--- src/rtl/instr_entry_ctrl.sv ---
// Writer side of the instruction queue: turns debounced button levels into one-cycle
// fifo strobes, mirrors fifo occupancy and flags rejected requests for a fixed hold time.
module instr_entry_ctrl #(
    parameter int  DEPTH      = 8,
    parameter int  REJ_CYCLES = 25_000_000,
    localparam int CW         = $clog2(DEPTH + 1)
) (
    input  logic          clk,
    input  logic          rst_n,
    input  logic          save_lvl,
    input  logic          delete_lvl,
    input  logic          clear_lvl,
    input  logic [3:0]    sw,
    input  logic          exec_active,
    input  logic          rd_pulse,
    output logic          wr_en,
    output logic [3:0]    wr_data,
    output logic          del_en,
    output logic          clr,
    output logic [CW-1:0] count,
    output logic          full,
    output logic          empty,
    output logic [3:0]    last_instr,
    output logic          reject
);

    localparam int RW = (REJ_CYCLES > 1) ? $clog2(REJ_CYCLES) : 1;

    typedef enum logic [2:0] {
        IDLE   = 3'd0,
        WRITE  = 3'd1,
        DELETE = 3'd2,
        CLEAR  = 3'd3,
        REJECT = 3'd4,
        LOCKED = 3'd5
    } state_t;

    state_t          state_q, state_d;
    logic            save_prev_q, delete_prev_q, clear_prev_q;
    logic [CW-1:0]   count_q, count_d;
    logic [RW-1:0]   rej_cnt_q, rej_cnt_d;
    logic [3:0]      last_instr_q, last_instr_d;
    logic            ev_save, ev_delete, ev_clear;
    logic            save_ok, rd_ok;

    assign ev_save   = save_lvl   & ~save_prev_q;
    assign ev_delete = delete_lvl & ~delete_prev_q;
    assign ev_clear  = clear_lvl  & ~clear_prev_q;
    assign save_ok   = (count_q < CW'(DEPTH)) && (sw[3:2] != 2'b00);
    assign rd_ok     = rd_pulse && (count_q != '0);

    // History resets high so a button held through reset needs a fresh press.
    always_ff @(posedge clk or negedge rst_n) begin
        if (!rst_n) begin
            state_q       <= IDLE;
            save_prev_q   <= 1'b1;
            delete_prev_q <= 1'b1;
            clear_prev_q  <= 1'b1;
            count_q       <= '0;
            rej_cnt_q     <= '0;
            last_instr_q  <= '0;
        end else begin
            state_q       <= state_d;
            save_prev_q   <= save_lvl;
            delete_prev_q <= delete_lvl;
            clear_prev_q  <= clear_lvl;
            count_q       <= count_d;
            rej_cnt_q     <= rej_cnt_d;
            last_instr_q  <= last_instr_d;
        end
    end

    always_comb begin
        state_d = state_q;
        case (state_q)
            IDLE: begin
                if (ev_clear)         state_d = CLEAR;
                else if (exec_active) state_d = LOCKED;
                else if (ev_delete)   state_d = (count_q != '0) ? DELETE : REJECT;
                else if (ev_save)     state_d = save_ok ? WRITE : REJECT;
            end
            WRITE, DELETE, CLEAR: state_d = IDLE;
            REJECT: begin
                if (ev_clear)               state_d = CLEAR;
                else if (rej_cnt_q == '0)   state_d = IDLE;
            end
            LOCKED: begin
                if (ev_clear)          state_d = CLEAR;
                else if (!exec_active) state_d = IDLE;
            end
            default: state_d = IDLE;
        endcase
    end

    // Count moves on the edge that enters WRITE/DELETE so the next request sees it.
    always_comb begin
        count_d = count_q;
        if (state_d == CLEAR)
            count_d = '0;
        else if (state_d == WRITE)
            count_d = rd_ok ? count_q : count_q + CW'(1);
        else if (state_d == DELETE)
            count_d = rd_ok ? ((count_q >= CW'(2)) ? count_q - CW'(2) : '0) : count_q - CW'(1);
        else if (rd_ok)
            count_d = count_q - CW'(1);
    end

    always_comb begin
        rej_cnt_d = rej_cnt_q;
        if (state_d == REJECT && state_q != REJECT)
            rej_cnt_d = RW'(REJ_CYCLES - 1);
        else if (state_q == REJECT && rej_cnt_q != '0)
            rej_cnt_d = rej_cnt_q - RW'(1);
    end

    always_comb begin
        last_instr_d = last_instr_q;
        if (state_d == WRITE)
            last_instr_d = sw;
    end

    // wr_data and last_instr share one register: both hold the last accepted sw value.
    always_comb begin
        wr_en      = (state_q == WRITE);
        del_en     = (state_q == DELETE);
        clr        = (state_q == CLEAR);
        reject     = (state_q == REJECT);
        wr_data    = last_instr_q;
        last_instr = last_instr_q;
        count      = count_q;
        full       = (count_q == CW'(DEPTH));
        empty      = (count_q == '0);
    end

endmodule

--- config.mk ---
export PLATFORM = sky130hd
export DESIGN_NAME = instr_entry_ctrl
export DESIGN_NICKNAME = d
export VERILOG_FILES = /design/src/rtl/instr_entry_ctrl.sv
export SDC_FILE = /design/constraint.sdc
export NUM_CORES = 1
export LEC_CHECK = 0
export ABC_CLOCK_PERIOD_IN_PS = 2650
export BUFFER_PORTS_ARGS = -buffer_cell sky130_fd_sc_hd__buf_2
export CAP_MARGIN = 20
export CELL_PAD_IN_SITES_DETAIL_PLACEMENT = 1
export CELL_PAD_IN_SITES_GLOBAL_PLACEMENT = 2
export CORE_UTILIZATION = 35
export DETAILED_ROUTE_END_ITERATION = 10
export GPL_ROUTABILITY_DRIVEN = 0
export PLACE_DENSITY_LB_ADDON = 0.1
export SLEW_MARGIN = 10
export SYNTH_ARGS = -nofsm -noshare
export SYNTH_HDL_FRONTEND = slang
export SYNTH_SLANG_ARGS = --single-unit
export TNS_END_PERCENT = 30
--- constraint.sdc ---
create_clock -name clk -period 2.65 [get_ports clk]
set_input_delay 0.6625 -clock clk [delete_from_list [all_inputs] [get_ports clk]]
set_output_delay 0.6625 -clock clk [all_outputs]
set_load 0.005 [all_outputs]
==> results of run 1 <==
-- report_power, final --
part	leakage (µW)	total [µW]	internal, µW	switching, µW
clock	0.0000422	386	185	201
sequential	0.000431	810	704	106
combinational	0.000688	1280	586	695
total	0.00116	2480	1480	1000
-- kinds of logic (layout without fill, tap and decap cells) --
| group | Yosys count | after routing | synth area share [%] |
|---|---|---|---|
| mux | 12 | 12 | 6.32 |
| simple gates | 112 | 112 | 26.1 |
| flops | 39 | 39 | 42.6 |
| fa+ha+maj | 7 | 7 | 3.81 |
| buf+inv | 21 | 64 | 4.58 |
| compound gates | 32 | 32 | 9.26 |
| xor+xnor | 19 | 19 | 7.24 |
-- sequential cells by signal, indices dropped and copies added (netlist names) --
| register | count |
|---|---|
| clear_prev_q | 1 |
| rej_cnt_q | 25 |
| delete_prev_q | 1 |
| state_q | 3 |
| count | 4 |
| save_prev_q | 1 |
| last_instr | 4 |
-- repair_timing --
item / CTS / global route
endpoints found under the hold margin: 0 / 0
gates resized for setup: 0 / 3
hold buffers: 0 / 0
endpoints found under the setup margin: 0 / 4
-- through the flow --
| step | instances | total power, µW | utilization [%] | TNS, ns | hold WS (ns) |
|---|---|---|---|---|---|
| finish | 362 | 2480 | 42.6 | 0 | 0.319 |
| detailed placement | 354 | 2110 | 41.1 | 0 | 0.510 |
| CTS | 362 | 2510 | 42.4 | 0 | 0.334 |
| global placement | 354 | 2110 | 41.1 | 0 | 0.503 |
| floorplan | 242 | 1670 | - | 0 | 0.367 |
| global route | 362 | 2680 | 42.6 | -0.00352 | 0.353 |
-- cell usage after synthesis (3+ instances only) --
| cell | n |
|---|---|
| dfrtp_1 | 36 |
| nand2_1 | 26 |
| nor2_1 | 20 |
| nand3_1 | 16 |
| xnor2_1 | 12 |
| inv_1 | 10 |
| nor3_1 | 8 |
| o21ai_0 | 8 |
| a21oi_1 | 7 |
| ha_1 | 7 |
| mux2i_1 | 7 |
| xor2_1 | 7 |
| and3_1 | 6 |
| mux2_4 | 5 |
| nor2b_1 | 5 |
| nor4_1 | 5 |
| or3_1 | 5 |
| buf_4 | 4 |
| nor3b_1 | 4 |
| or4_1 | 4 |
| buf_2 | 3 |
| dfstp_2 | 3 |
| nand2b_1 | 3 |
-- area by class of cell --
class                      count  area (µm²)  area share [%]
sequential                    39         980            36.3
clock buffer                   7        76.3            2.82
tap                           77        96.3            3.56
clock inverter                 1        5.00           0.185
inverter                      11        41.3            1.53
timing repair buffer          45         280            10.4
multi-input combinational    182        1220            45.3
-- worst register-to-register path, cell delays in order (launching register included) --
cell and delay (ns):
dfrtp_1 0.42, or4_1 0.60, and4bb_1 0.32, a21oi_1 0.08, a41o_2 0.33, mux2i_1 0.17, a31oi_1 0.26, mux2i_1 0.23
-- path summary, 6_finish.rpt --
check / depth (start not counted) / end / slack [ns] / start
max reg2reg: 7 / count[1] / 0.17 / rej_cnt_q[18]
max in group asynchronous: 2 / count[0] / 1.69 / rst_n
min in group clk: 1 / clear_prev_q / 0.48 / clear_lvl
min reg2reg: 1 / last_instr[1] / 0.52 / last_instr[1]
min: 1 / rej_cnt_q[3] / 0.32 / rst_n
max: 7 / count[1] / 0.17 / rej_cnt_q[18]
-- layer usage --
| metal | vias to the layer above | global-route usage (%) |
|---|---|---|
| met5 | - | 0 |
| met4 | 0 | 5.64 |
| met3 | 6 | 3.28 |
| met2 | 19 | 25.3 |
| met1 | 920 | 25.3 |
| li1 | 937 | - |
-- layout by cell type (no fill, tap or decap), drive strengths merged, types with 3 or more instances in the layout --
cell and count:
inv 11, nor2 21, clkbuf 7, ha 7, mux2i 7, nor3 8, and3 6, nand3 16
nor4 5, mux2 5, nor2b 5, nand2 27, o21ai 10, buf 45, xnor2 12, dfstp 3
dfrtp 36, xor2 7, or4 4, nor3b 4, a21oi 7, nand2b 3, or3 5
==> impl.org, run 1 <==
** Clock network
- The H-tree generated during clock tree synthesis spans 2 levels.
- Clock-pin slew was measured on the worst setup and hold paths at 0.08 ns.
- After clock tree synthesis, the setup repair step added 0 buffers.
- The tree is rooted in a clkbuf_8.
- TritonCTS built the clock tree.
- Clock tree synthesis found a total of 39 sinks.
- Max Buffers Root-to-Sink :: 2
- Clock tree synthesis inserted a total of 5 buffers.
- Latest clock arrival within the worst-skew pair :: 0.29 ns

** GRT
- Global router's overall resource usage :: 17.2%
- Total congestion overflow after global routing :: 0
- Wire length of the first global-routing pass :: 9540 µm
- The via count of the first global-routing pass was 1895.
- Largest net degree at the start of global routing :: 21
- Initial antenna violation count :: 0

** Timing
- Number of max-slew violations in the final report :: 0
- For the pin with the worst max-slew slack, the measured transition is 0.480 ns.
- In this run the tightest slew margin relative to its limit is 68.0%.
- Post-layout minimum cycle time :: 2.48 ns
- Between clock sinks in the finished design, the worst skew comes to 0.00792 ns.
- In the finished design, the share of the clock period the worst path needs comes to 93.6%.
- Slack of the critical path :: 0.169 ns
- Number of setup violations in the final report :: 0
- The final hold violation count is 0.
- Timing would allow up to 403 MHz.

** Yosys
- The synthesized netlist occupies a cell area of 2300 µm².
- Async set-or-reset flop fraction in the synthesized netlist :: 100%
- The synthesized design contains 0 enable-type register cells.
- Summed over all instances, the cell type with the most area after synthesis is dfrtp_1.
- The most used flip-flop cell after synthesis is dfrtp_1.
- Number of instances in the synthesized netlist :: 242
- Area fraction of the dominant cell type after synthesis :: 39.2%
- Fraction of the yosys area taken by sequential cells :: 42.6%
- During synthesis, Yosys emitted a total of 0 warnings.
- Net count after synthesis :: 260
- Each instance of the synthesized netlist takes up on average 9.49 µm².
- Post-synth cell types :: 49
- After synthesis the netlist holds a flip-flop and latch count of 39.
- By area the synthesized netlist is led by dfrtp_1 (39%), xnor2_1 (4.6%), nand2_1 (4.2%), ha_1 (3.8%), nand3_1 (3.5%).

** Floorplan
- Starting density of the core :: 36.2%
- Pin placement for this block handled 29 I/O pins.
- In this run the horizontal extent of the chip is 83.0 µm.
- Placeable core region :: 6350 µm²
- Row Count :: 29
- The floorplan step defined a die boundary enclosing 6890 µm².
- Die Height :: 83.0 µm

** Worst setup path
- Worst path cell trace :: or4_1, and4bb_1, a21oi_1, a41o_2, mux2i_1, a31oi_1, mux2i_1
- Data arrives at the worst endpoint at 2.69 ns.
- Crit path required time :: 2.86 ns
- STA classifies the critical path endpoint as a flop.
- The worst setup path is of the flop to flop kind.
- Critical path buffer and inverter count :: 0
- Most numerous cell on the critical path :: mux2i_1
- STA classifies the critical path startpoint as a flop.
- Library cell contributing the largest single delay on the critical path :: or4_1
- For this run, the slowest stage of the critical path takes 0.60 ns.
- In this run the worst path has a maximum fanout of 7.
- Crit-path leading delay family :: simple AND/OR/NAND/NOR gates

** Routing
- Detailed routing inserted a total of 1882 vias.
- DRT iter0 DRCs :: 36
- Wire length the detailed router placed on met1 :: 2970 µm
- In the detailed route, the total length drawn on met3 is 118 µm.
- In this run the remaining antenna-violating nets after routing total 0.
- Using the TritonRoute via totals, the vias-per-cell ratio works out to 5.20.
- First drt pass iteration count :: 4
- In the detailed route, the total length drawn on met2 is 2310 µm.
- # DRC :: 0
- Top routing layer in use :: met4
- In the final routed layout, each cell accounts on average for 15.1 µm.
- Detailed-route wire length :: 5470 µm

** Job
- Max-cap violations in this run came to 0.

** Cells and area
- The finished cells cover 2700 µm².
- 0 antenna diodes ended up in the layout.
- In the final design database the tool counted 302 nets.
- Fill cells in the final layout number 762.
- Relative to the synthesized area, the layout overhead comes to 17.6%.
- Fraction of layout cells with a size suffix above 1 :: 23.5%

** Pwr
- Power density cells :: 917 nW/µm²
- VDD sags by at most 0.433 mV.
- Static leakage power :: 0.00116 µW

** Placement
- Summed over all nets, the half-perimeter wirelength after detailed placement is 4070 µm.
- Area after DPL :: 2610 µm²
- Port buffering added 28 buffers.
- Prior to clock tree synthesis, the placed netlist has a worst setup slack of 0.0744 ns.

** Min path
- The worst hold path belongs to the class input port to async pin.

** Outcome
- The run finished with clean final reports.
No activity file was read; power rests on OpenSTA's default activity.
==> run 2: changes to the inputs <==
--- a/config.mk
+++ b/config.mk
@@ -6,12 +6,12 @@
 export NUM_CORES = 1
 export LEC_CHECK = 0
 export ABC_CLOCK_PERIOD_IN_PS = 2650
-export BUFFER_PORTS_ARGS = -buffer_cell sky130_fd_sc_hd__buf_2
 export CAP_MARGIN = 20
 export CELL_PAD_IN_SITES_DETAIL_PLACEMENT = 1
 export CELL_PAD_IN_SITES_GLOBAL_PLACEMENT = 2
 export CORE_UTILIZATION = 35
 export DETAILED_ROUTE_END_ITERATION = 10
+export DONT_BUFFER_PORTS = 1
 export GPL_ROUTABILITY_DRIVEN = 0
 export PLACE_DENSITY_LB_ADDON = 0.1
 export SLEW_MARGIN = 10
==> run 2 against run 1 <==
Against the previous run:
- first-iteration DRC count up 19%
- core utilization down 1.8 points
- total power up 0.61%
- cell count down 8.0%
- routed wire length up 0.93%
- worst hold slack worse by 0.27 ns
- clock power up 38%
- non-clock buffer count down 29
- register-to-register slack about the same
- critical endpoint unchanged
- largest cell class unchanged
==> impl.org, run 2 (synthesis results as in run 1) <==
** Outcome
- Outcome :: completed

** Clock network
- The clock insertion delay at the later pin of the skew report came to 0.29 ns (about the same).
- The number of H-tree levels came to 2 (unchanged).
- Clock sink count :: 39 (unchanged)
- Max Buffers Root-to-Sink :: 2 (unchanged)
- Root buffer cell :: clkbuf_8
- The clock edge transition at the registers on the reported setup and hold paths came to 0.08 ns (about the same).
- The total clock buffers created by CTS was 5 (unchanged).
- Number of buffers inserted by hold repair at cts :: 0 (unchanged)
- TritonCTS clock tree :: yes

** Cells and area
- Most flop-heavy register :: rej_cnt_q
- Final-stage net count :: 273 (-9.6%)
- The flip-flop count of the largest register after layout was 25 (unchanged).
- Commonest non-fill, non-tap cell in the layout :: dfrtp_1
- The share of cells above drive strength 1 came to 15.2% (-8.3 points).
- The number of diodes was 0 (unchanged).
- Area growth from synthesis to final layout :: 12.7%
- The final design utilization came to 40.8% (-1.8 points).
- The count of filler cells inserted in the layout was 734 (-3.7%).
- The area of the multi-input gates was 1220 µm² (-0.10%).
- Most frequent cells in the layout :: dfrtp_1 (36), nand2_1 (26), nor2_1 (20), nand3_1 (16), buf_4 (15)
- The area taken by flip-flops and latches is 980 µm² (unchanged).

** Placement
- Setup Slack @ Placement :: 0.0959 ns (+0.0215 ns)
- Placed wire-length estimate :: 4030 µm (-1.1%)
- The quantity of I/O buffers inserted on ports was 0 (-100%).

** Routing
- The final routed DRC violation total came to 0 (unchanged).
- DRT iter0 DRCs :: 43 (+19%)
- The vias after detailed routing came to 1764 (-6.3%).
- Wire length per cell :: 16.6 µm (+9.7%)
- The remaining antenna violation count after routing came to 0 (unchanged).
- The final routed wirelength across all metal layers is 5520 µm (+0.93%).
- Vias per Instance :: 5.30 (+1.9%)
- First drt pass iteration count :: 4 (unchanged)

** Worst setup path
- Broken down by cell family, the worst path's largest delay share belongs to simple AND/OR/NAND/NOR gates.
- Worst-path fanout max :: 7 (unchanged)
- The required time of the critical path was 2.87 ns (about the same).
- Worst Setup Start Kind :: flop
- Library cell contributing the largest single delay on the critical path :: or4_1
- The delay contributed by the slowest stage of the critical path came to 0.57 ns (-0.03 ns).
- The signal arrival time at the worst endpoint is 2.70 ns (about the same).
- By instance count, the cell type seen most on the critical path is mux2i_1.
- The critical path is of the flop to flop type.
- Worst path cell trace :: or4_1, and4bb_1, a21oi_1, a41o_1, mux2i_1, a31oi_1, mux2i_1
- Critical path buffer and inverter count :: 0 (unchanged)
- Endpoint type of the worst setup path :: flop

** Pwr
- The total power divided by cell area was 962 nW/µm² (+5.0%).
- Worst ir drop on vdd :: 0.493 mV (+14%)
- Static leakage power :: 0.00106 µW (-9.1%)

** Timing
- Period utilization :: 93.5% (-0.16 points)
- Final hold viol count :: 0 (unchanged)
- The transition at the pin with the smallest max-transition slack came to 0.417 ns (-0.0626 ns).
- Minimum hold slack :: 0.0519 ns (-0.267 ns)
- The minimum setup slack in the final design is 0.173 ns (+0.00429 ns).
- Upper clock frequency limit :: 404 MHz (+0.17%)
- Unrepaired setup endpoints after global routing :: yes
- The worst-case clock skew is 0.00482 ns (-0.00310 ns).
- The number of max-slew violations in the final report was 0 (unchanged).
- The final period demand of the worst path was 2.48 ns (-0.00429 ns).
- The number of setup violations in the final report was 0 (unchanged).
- Worst slew margin :: 72.2% (+4.2 points)

** Floorplan
- Starting density of the core :: 36.2% (unchanged)
- Placeable core region :: 6350 µm² (unchanged)
- The area of the die was 6890 µm² (unchanged).
- Number of I/O pins :: 29 (unchanged)
- Die Height :: 83.0 µm (unchanged)
- Die width :: 83.0 µm (unchanged)
- Row Count :: 29 (unchanged)

** GRT
- The remaining global-route overflow was 0 (unchanged).
- Largest net degree at the start of global routing :: 40 (+90%)
- The via count of the first global-routing pass is 1815 (-4.2%).
- Global router's overall resource usage :: 17.4% (+0.16 points)
- Wire length of the first global-routing pass :: 9490 µm (-0.50%)
- The number of antenna violations at the first check in global routing came to 0 (unchanged).

** Min path
- The tightest min-delay check is of the input port to async pin type.

** Job
- The max-capacitance violation count was 0 (unchanged).
## run 2: repair_timing
| item | 4_1_cts | 5_1_grt |
|---|---|---|
| buffers inserted | 0 | 1 |
| setup endpoints to repair | 0 | 6 |
| gates resized for setup | 0 | 2 |
| endpoints found under the hold margin | 0 | 0 |
## run 2: per-layer routing
layer | up-vias | part of all wire, % | global-route usage, % | routed length [µm]
met5 | - | 0 | 0 | 0
li1 | 879 | - | - | -
met4 | 0 | 1.3 | 5.64 | 74
met3 | 6 | 3.2 | 3.88 | 178
met1 | 858 | 53 | 26.2 | 2940
met2 | 21 | 42 | 24.4 | 2330
## run 2: worst paths after layout
path | startpoint | endpoint | slack [ns] | cells past startpoint
min in group clk | save_lvl | save_prev_q | 0.36 | 0
setup reg to reg | rej_cnt_q[19] | count[1] | 0.17 | 7
hold / removal | rst_n | rej_cnt_q[3] | 0.05 | 0
hold reg to reg | rej_cnt_q[1] | rej_cnt_q[1] | 0.54 | 2
setup / recovery | rej_cnt_q[19] | count[1] | 0.17 | 7
max in group asynchronous | rst_n | delete_prev_q | 2.42 | 0
## run 2: metrics by stage
step | TNS, ns | cell area (µm²) | power, µW | cells
final | 0 | 2590 | 2490 | 333
after global routing | -0.00933 | 2590 | 2700 | 333
after CTS | 0 | 2570 | 2530 | 332
after detailed placement | 0 | 2450 | 1980 | 324
after global placement | 0 | 2450 | 1990 | 324
after floorplan | 0 | 2300 | 1670 | 242
## run 2: cell type report
| cell class | instances | area share [%] |
|---|---|---|
| Clock buffer | 6 | 3.19 |
| Tap cell | 77 | 3.72 |
| Multi-Input combinational cell | 182 | 47.2 |
| Inverter | 11 | 1.59 |
| Sequential cell | 39 | 37.8 |
| Clock inverter | 2 | 1.35 |
| Timing Repair Buffer | 16 | 5.12 |
## run 2: report_power, final
group	leakage, µW	internal [µW]	switching [µW]
Combinational	0.000564	494	662
Clock	0.0000612	305	227
Sequential	0.000431	704	101
